### src/rtl/cnn_pkg.sv
// Shared CNN classifier types and constants: Q8.8 score type, class count and
// the classifier FSM encoding.
package cnn_pkg;

    localparam int          N_CLASS   = 10;
    localparam int          DW        = 16;
    localparam int          FRAC_BITS = 8;
    localparam logic [15:0] SCORE_MIN = 16'sh8000;

    typedef logic signed [DW-1:0] score_t;

    typedef enum logic [1:0] {
        IDLE = 2'd0,
        SCAN = 2'd1,
        DONE = 2'd2
    } state_t;

endpackage

### src/rtl/softmax_argmax_if.sv
// Request/result bundle between the FCL2 frame latch, the argmax classifier
// and the downstream result/display logic.
interface softmax_argmax_if #(
    parameter int CNT_W = 16
) ();

    logic               start;
    logic [15:0]        in_sm_1;
    logic [15:0]        in_sm_2;
    logic [15:0]        in_sm_3;
    logic [15:0]        in_sm_4;
    logic [15:0]        in_sm_5;
    logic [15:0]        in_sm_6;
    logic [15:0]        in_sm_7;
    logic [15:0]        in_sm_8;
    logic [15:0]        in_sm_9;
    logic [15:0]        in_sm_10;
    logic               busy;
    logic               done;
    logic [3:0]         class_idx;
    logic [15:0]        max_val;
    logic [15:0]        second_val;
    logic [16:0]        margin;
    logic [CNT_W-1:0]   result_cnt;

    modport master (
        output start, in_sm_1, in_sm_2, in_sm_3, in_sm_4, in_sm_5,
               in_sm_6, in_sm_7, in_sm_8, in_sm_9, in_sm_10,
        input  busy, done, class_idx, max_val, second_val, margin, result_cnt
    );

    modport slave (
        input  start, in_sm_1, in_sm_2, in_sm_3, in_sm_4, in_sm_5,
               in_sm_6, in_sm_7, in_sm_8, in_sm_9, in_sm_10,
        output busy, done, class_idx, max_val, second_val, margin, result_cnt
    );

endinterface

### src/rtl/top2_tracker.sv
// Combinational best/runner-up update for one incoming signed score; a strict
// compare keeps the earliest index on ties and demotes the tie into second.
module top2_tracker
    import cnn_pkg::*;
(
    input  score_t      v_i,
    input  logic [3:0]  idx_i,
    input  score_t      best_val_i,
    input  logic [3:0]  best_idx_i,
    input  score_t      sec_val_i,
    output score_t      best_val_o,
    output logic [3:0]  best_idx_o,
    output score_t      sec_val_o
);

    // Rank the new value against the current top two.
    always_comb begin
        best_val_o = best_val_i;
        best_idx_o = best_idx_i;
        sec_val_o  = sec_val_i;
        if (v_i > best_val_i) begin
            sec_val_o  = best_val_i;
            best_val_o = v_i;
            best_idx_o = idx_i;
        end else if (v_i > sec_val_i) begin
            sec_val_o  = v_i;
        end else begin
            sec_val_o  = sec_val_i;
        end
    end

endmodule

### src/rtl/softmax_argmax.sv
// Argmax classifier: snapshots ten FCL2 scores on start, scans them one per
// cycle, then publishes winner, top-two scores, margin and a run counter.
module softmax_argmax
    import cnn_pkg::*;
#(
    parameter int CNT_W = 16
) (
    input  logic              clk,
    input  logic              rst,
    softmax_argmax_if.slave   bus
);

    state_t             state_q, state_d;
    score_t             snap_q [N_CLASS];
    score_t             snap_d [N_CLASS];
    logic [3:0]         idx_q, idx_d;
    score_t             best_val_q, best_val_d;
    logic [3:0]         best_idx_q, best_idx_d;
    score_t             sec_val_q, sec_val_d;
    logic               busy_q, busy_d;
    logic               done_q, done_d;
    logic [3:0]         class_idx_q, class_idx_d;
    score_t             max_val_q, max_val_d;
    score_t             second_val_q, second_val_d;
    logic [16:0]        margin_q, margin_d;
    logic [CNT_W-1:0]   cnt_q, cnt_d;

    score_t             trk_best_val_s;
    logic [3:0]         trk_best_idx_s;
    score_t             trk_sec_val_s;

    top2_tracker u_tracker (
        .v_i        (snap_q[idx_q]),
        .idx_i      (idx_q),
        .best_val_i (best_val_q),
        .best_idx_i (best_idx_q),
        .sec_val_i  (sec_val_q),
        .best_val_o (trk_best_val_s),
        .best_idx_o (trk_best_idx_s),
        .sec_val_o  (trk_sec_val_s)
    );

    // State, snapshot, working and result registers.
    always_ff @(posedge clk) begin
        if (rst) begin
            state_q      <= IDLE;
            for (int i = 0; i < N_CLASS; i++) snap_q[i] <= SCORE_MIN;
            idx_q        <= 4'd0;
            best_val_q   <= SCORE_MIN;
            best_idx_q   <= 4'd0;
            sec_val_q    <= SCORE_MIN;
            busy_q       <= 1'b0;
            done_q       <= 1'b0;
            class_idx_q  <= 4'd0;
            max_val_q    <= SCORE_MIN;
            second_val_q <= SCORE_MIN;
            margin_q     <= 17'd0;
            cnt_q        <= '0;
        end else begin
            state_q      <= state_d;
            snap_q       <= snap_d;
            idx_q        <= idx_d;
            best_val_q   <= best_val_d;
            best_idx_q   <= best_idx_d;
            sec_val_q    <= sec_val_d;
            busy_q       <= busy_d;
            done_q       <= done_d;
            class_idx_q  <= class_idx_d;
            max_val_q    <= max_val_d;
            second_val_q <= second_val_d;
            margin_q     <= margin_d;
            cnt_q        <= cnt_d;
        end
    end

    // Next-state: accept start only in IDLE, scan ten entries, one DONE cycle.
    always_comb begin
        state_d = state_q;
        case (state_q)
            IDLE:    state_d = bus.start ? SCAN : IDLE;
            SCAN:    state_d = (idx_q == 4'(N_CLASS - 1)) ? DONE : SCAN;
            DONE:    state_d = IDLE;
            default: state_d = IDLE;
        endcase
    end

    // Datapath and outputs; everything holds unless the current state updates it.
    always_comb begin
        snap_d       = snap_q;
        idx_d        = idx_q;
        best_val_d   = best_val_q;
        best_idx_d   = best_idx_q;
        sec_val_d    = sec_val_q;
        busy_d       = busy_q;
        done_d       = 1'b0;
        class_idx_d  = class_idx_q;
        max_val_d    = max_val_q;
        second_val_d = second_val_q;
        margin_d     = margin_q;
        cnt_d        = cnt_q;
        case (state_q)
            IDLE: begin
                if (bus.start) begin
                    snap_d[0]  = bus.in_sm_1;
                    snap_d[1]  = bus.in_sm_2;
                    snap_d[2]  = bus.in_sm_3;
                    snap_d[3]  = bus.in_sm_4;
                    snap_d[4]  = bus.in_sm_5;
                    snap_d[5]  = bus.in_sm_6;
                    snap_d[6]  = bus.in_sm_7;
                    snap_d[7]  = bus.in_sm_8;
                    snap_d[8]  = bus.in_sm_9;
                    snap_d[9]  = bus.in_sm_10;
                    idx_d      = 4'd0;
                    best_val_d = SCORE_MIN;
                    best_idx_d = 4'd0;
                    sec_val_d  = SCORE_MIN;
                    busy_d     = 1'b1;
                end else begin
                    busy_d     = 1'b0;
                end
            end
            SCAN: begin
                best_val_d = trk_best_val_s;
                best_idx_d = trk_best_idx_s;
                sec_val_d  = trk_sec_val_s;
                idx_d      = idx_q + 4'd1;
            end
            DONE: begin
                class_idx_d  = best_idx_q;
                max_val_d    = best_val_q;
                second_val_d = sec_val_q;
                margin_d     = {best_val_q[DW-1], best_val_q} - {sec_val_q[DW-1], sec_val_q};
                done_d       = 1'b1;
                busy_d       = 1'b0;
                cnt_d        = cnt_q + {{(CNT_W-1){1'b0}}, 1'b1};
            end
            default: begin
                busy_d = 1'b0;
            end
        endcase
    end

    assign bus.busy       = busy_q;
    assign bus.done       = done_q;
    assign bus.class_idx  = class_idx_q;
    assign bus.max_val    = max_val_q;
    assign bus.second_val = second_val_q;
    assign bus.margin     = margin_q;
    assign bus.result_cnt = cnt_q;

endmodule
### src/flat_wrapper.sv
// flat-port wrapper written by rule: the top's interface ports become plain ports
module softmax_argmax_flat import cnn_pkg::*;
#(
    parameter int CNT_W = 16
)
  (clk, rst, bus_start, bus_in_sm_1, bus_in_sm_2, bus_in_sm_3, bus_in_sm_4, bus_in_sm_5, bus_in_sm_6, bus_in_sm_7, bus_in_sm_8, bus_in_sm_9, bus_in_sm_10, bus_busy, bus_done, bus_class_idx, bus_max_val, bus_second_val, bus_margin, bus_result_cnt);
  softmax_argmax_if #(.CNT_W(CNT_W)) bus_i ();
  input  logic clk;
  input  logic rst;
  input wire logic [$bits(bus_i.start)-1:0] bus_start;
  input wire logic [$bits(bus_i.in_sm_1)-1:0] bus_in_sm_1;
  input wire logic [$bits(bus_i.in_sm_2)-1:0] bus_in_sm_2;
  input wire logic [$bits(bus_i.in_sm_3)-1:0] bus_in_sm_3;
  input wire logic [$bits(bus_i.in_sm_4)-1:0] bus_in_sm_4;
  input wire logic [$bits(bus_i.in_sm_5)-1:0] bus_in_sm_5;
  input wire logic [$bits(bus_i.in_sm_6)-1:0] bus_in_sm_6;
  input wire logic [$bits(bus_i.in_sm_7)-1:0] bus_in_sm_7;
  input wire logic [$bits(bus_i.in_sm_8)-1:0] bus_in_sm_8;
  input wire logic [$bits(bus_i.in_sm_9)-1:0] bus_in_sm_9;
  input wire logic [$bits(bus_i.in_sm_10)-1:0] bus_in_sm_10;
  output wire logic [$bits(bus_i.busy)-1:0] bus_busy;
  output wire logic [$bits(bus_i.done)-1:0] bus_done;
  output wire logic [$bits(bus_i.class_idx)-1:0] bus_class_idx;
  output wire logic [$bits(bus_i.max_val)-1:0] bus_max_val;
  output wire logic [$bits(bus_i.second_val)-1:0] bus_second_val;
  output wire logic [$bits(bus_i.margin)-1:0] bus_margin;
  output wire logic [$bits(bus_i.result_cnt)-1:0] bus_result_cnt;
  assign bus_i.start = bus_start;
  assign bus_i.in_sm_1 = bus_in_sm_1;
  assign bus_i.in_sm_2 = bus_in_sm_2;
  assign bus_i.in_sm_3 = bus_in_sm_3;
  assign bus_i.in_sm_4 = bus_in_sm_4;
  assign bus_i.in_sm_5 = bus_in_sm_5;
  assign bus_i.in_sm_6 = bus_in_sm_6;
  assign bus_i.in_sm_7 = bus_in_sm_7;
  assign bus_i.in_sm_8 = bus_in_sm_8;
  assign bus_i.in_sm_9 = bus_in_sm_9;
  assign bus_i.in_sm_10 = bus_in_sm_10;
  assign bus_busy = bus_i.busy;
  assign bus_done = bus_i.done;
  assign bus_class_idx = bus_i.class_idx;
  assign bus_max_val = bus_i.max_val;
  assign bus_second_val = bus_i.second_val;
  assign bus_margin = bus_i.margin;
  assign bus_result_cnt = bus_i.result_cnt;
  softmax_argmax #(.CNT_W(CNT_W)) u_core (.clk(clk), .rst(rst), .bus(bus_i));
endmodule
### config.mk
export PLATFORM = sky130hd
export DESIGN_NAME = softmax_argmax_flat
export DESIGN_NICKNAME = d
export VERILOG_FILES = /design/src/rtl/cnn_pkg.sv /design/src/rtl/softmax_argmax_if.sv /design/src/rtl/top2_tracker.sv /design/src/rtl/softmax_argmax.sv /design/src/flat_wrapper.sv
export SDC_FILE = /design/constraint.sdc
export NUM_CORES = 1
export LEC_CHECK = 0
export CAP_MARGIN = 30
export CORE_ASPECT_RATIO = 0.75
export CORE_MARGIN = 2
export CORE_UTILIZATION = 52
export CTS_CLUSTER_DIAMETER = 50
export CTS_CLUSTER_SIZE = 20
export DETAILED_ROUTE_END_ITERATION = 8
export GPL_ROUTABILITY_DRIVEN = 0
export MAX_ROUTING_LAYER = met4
export PLACE_DENSITY = 0.82
export SETUP_SLACK_MARGIN = 0.4
export SLEW_MARGIN = 20
export SYNTH_ARGS = -nofsm -noshare
export SYNTH_HDL_FRONTEND = slang
export SYNTH_SLANG_ARGS = --single-unit
export TNS_END_PERCENT = 20
### constraint.sdc
create_clock -name clk -period 5.3 [get_ports clk]
set_clock_uncertainty 0.2 [all_clocks]
set_input_delay 1.06 -clock clk [delete_from_list [all_inputs] [get_ports clk]]
set_output_delay 1.06 -clock clk [all_outputs]
set_load 0.03 [all_outputs]
==> results.toml, run 1 <==
[worst_setup_path]
critPathMaxFanout = 25
worstSetupEndpointType = "flip-flop"
start_kind = "flip-flop"
cp.required_ns = 5.55
critPathKind = "flip-flop to flip-flop"
crit_arrival_ns = 4.76

[route]
ant_nets = 0
drc = 0
vias = 11500
vias_per_cell = 5.79
dr.pass1.iters = 6
drt-total-wl_mm = 35.8
wl_per_cell_um = 18.1
first_iter_violations = 1283

[cts]
cts_tree = "yes"
clock_path_buffers = 3
numCtsBuffers = 21
cts.clk_slew.worst_paths_ns = 0.09
hold_buffers = 0
htree_num_levels = 1
cts-root-buf = "clkbuf_16"
clock_sinks = 273
clk_latency_ns = 0.51
cts_resized = 0
post_cts_buffers = 0

[die]
rows = 48
coreArea_um2 = 23200
initial_utilization_pct = 53.3
io_pins = 234
die_y_um = 138
design.die.area_um2 = 25000
die_x_um = 182

[status]
outcome = "completed"

[synth]
syn_area_um2 = 12400
syn_nets = 1715
ys_seq_area_share_pct = 44.2
yosysWarningCount = 0
synthCells = 1500
synth_top_area_cell = "dfxtp_1"
synth_top_area_share_pct = 44.2
synth_ff_type = "dfxtp_1"
synth_area_leaders = "dfxtp_1, nand2_1, a21oi_1"
synth_edf_count = 0
async_flop_share_pct = 0
yosysUniqueCellTypes = 57
postSynthAreaPerCell_um2 = 8.24
synth_seq_cells = 273

[grt]
grt_util_all_layers_pct = 29.2
overflow = 0
grt_pass1_wl_mm = 56.8
antenna_found_initial = 0
grt_start_max_net_pins = 161
grt_pass1_vias = 10500

[layout]
drive_gt1_share_pct = 5.95
final_area_um2 = 15500
fill_cells = 1874
syn2layout_area_growth_pct = 25.4
final_cell_mix = "nand2_1, dfxtp_1, clkdlybuf4s50_1"
layout_commonest_cell = "nand2_1"
fin_cells = 1980
antenna_cells = 0
final_util_pct = 66.9
nNetsFinal = 1883

[sta]
worstMarginPinSlew_ns = 0.942
fmax_ghz = 0.222
rsz0062_at_grt = "no"
setup_viol = 0
setup_tns_ns = 0
fin_crit_ns = 4.51
finalHoldViolCount = 0
finalCritPeriodShare_pct = 85.1
setup_ws_ns = 0.790
slew_headroom_pct = 37.2
finalMaxSlewViolations = 0

[placed_design]
place_area_um2 = 14900
place_inst = 1945
dp_hpwl_mm = 26.1
io_buffer_count = 233
pre_cts_ws_ns = 0.917

[pwr]
p_seq_share_pct = 49.0
p_sw_share_pct = 27.5
comb_power_share_pct = 15.6
power.density_nw_per_um2 = 288
p_leak_nw = 5.62
internal_power_mw = 3.24
vdd_drop_max_uv = 202
clkPwrFrac_pct = 35.4
switchingPower_mw = 1.23

[job]
max_cap_violations = 0

[worst_hold_path]
hold_class = "flip-flop to flip-flop"
==> cells by family (layout without fill, tap and decap cells) <==
group,Yosys count,in the layout,synth area share [%]
simple gates,614,614,20.6
fa+ha+maj,52,52,5.32
compound gates,326,326,15.1
mux,67,67,8.68
flops,273,273,44.2
buf+inv,147,327,4.62
xor+xnor,21,21,1.49
==> path summary, 6_finish.rpt <==
| path | from | end | slack, ns | cells after the start |
|---|---|---|---|---|
| worst max register to register | u_core.idx_q[0]$_SDFFE_PP0P_ | u_core.sec_val_q[11]$_SDFFE_PP0P_ | 0.79 | 14 |
| worst max-delay path | u_core.idx_q[0]$_SDFFE_PP0P_ | u_core.sec_val_q[11]$_SDFFE_PP0P_ | 0.79 | 14 |
| worst min-delay path | u_core.bus.margin[12]$_SDFFE_PP0P_ | u_core.bus.margin[12]$_SDFFE_PP0P_ | 0.25 | 2 |
| worst min register to register | u_core.bus.margin[12]$_SDFFE_PP0P_ | u_core.bus.margin[12]$_SDFFE_PP0P_ | 0.25 | 2 |
==> cell usage after synthesis, types with 2 or more instances <==
master     count
nand2_1      445
dfxtp_1      273
a21oi_1      217
clkbuf_1      92
ha_1          51
nor2_1        50
nand3_1       41
inv_1         40
mux2i_1       33
mux4_2        32
o21ai_0       26
nor3_1        25
o22ai_1       16
a221o_1       15
xor2_1        13
a21o_1        12
nand4_1        9
xnor2_1        8
buf_2          7
o21a_1         7
or3_1          7
and3_1         6
a211oi_1       5
buf_1          5
nand2b_1       5
nor2b_1        5
o31ai_1        5
a31o_2         4
and2_1         4
nor4_1         4
a31oi_1        3
a22oi_1        2
and4b_1        2
mux2_2         2
o2111ai_1      2
o211ai_1       2
o22a_1         2
or2_1          2
or2_2          2
or4_1          2
==> stage by stage <==
stage / total power, mW / hold slack [ns]
2_1_floorplan: 2.65 / 0.232
3_5_place_dp: 2.91 / 0.247
5_1_grt: 4.62 / 0.271
4_1_cts: 4.46 / 0.256
6_report: 4.47 / 0.253
3_3_place_gp: 2.89 / 0.240
==> layer usage <==
metal	routed length, µm	track usage [%]
met1	16100	41.2
met2	15700	44.3
met3	3190	4.41
met4	875	7.39
met5	0	-
==> power groups by stage <==
stage	Sequential (mW)	Combinational (mW)	Clock [mW]
final	2.19	0.697	1.58
after global routing	2.20	0.761	1.66
after CTS	2.19	0.686	1.59
after detailed placement	2.24	0.678	0
after global placement	2.23	0.659	0
after floorplan	2.20	0.449	0
==> flip-flops by register name (all words and copies together) (netlist names) <==
| signal | flops |
|---|---|
| u_core.snap_q | 160 |
| u_core.bus.margin | 17 |
| u_core.best_val_q | 16 |
| u_core.bus.max_val | 16 |
| u_core.bus.result_cnt | 16 |
| u_core.bus.second_val | 16 |
| u_core.sec_val_q | 16 |
| u_core.best_idx_q | 4 |
| u_core.bus.class_idx | 4 |
| u_core.idx_q | 4 |
| u_core.state_q | 2 |
| u_core.bus.busy | 1 |
| u_core.bus.done | 1 |
==> final cells by class <==
type,instances,area (µm²),area share [%]
Multi-Input combinational cell,1080,6360,41.0
Clock inverter,12,124,0.798
Timing Repair Buffer,251,2500,16.1
Sequential cell,273,5470,35.3
Clock buffer,23,533,3.44
Tap cell,300,375,2.42
Inverter,41,154,0.992
==> worst max-delay path, stage by stage (launching register included) <==
cell,delay (ns)
dfxtp_4,0.64
buf_4,0.28
mux4_2,0.52
mux2i_1,0.14
o22ai_1,0.16
ha_1,0.36
nor2b_1,0.14
o21a_1,0.17
o21a_1,0.18
o21ai_0,0.24
o2111ai_1,0.16
nand3_1,0.11
buf_4,0.22
and3_1,0.63
a221o_1,0.27
No activity file was read; power rests on OpenSTA's default activity.
==> inputs of run 2 (changes only) <==
==> constraint.sdc (replaced) <==
create_clock -name clk -period 5.3 [get_ports clk]
set_clock_uncertainty 0.2 [all_clocks]
set_input_delay 1.06 -clock clk [delete_from_list [all_inputs] [get_ports clk]]
set_output_delay 1.06 -clock clk [all_outputs]
set_load 0.05 [all_outputs]
==> results of run 2 <==
The final DEF is identical to that of run 1. Status: completed.
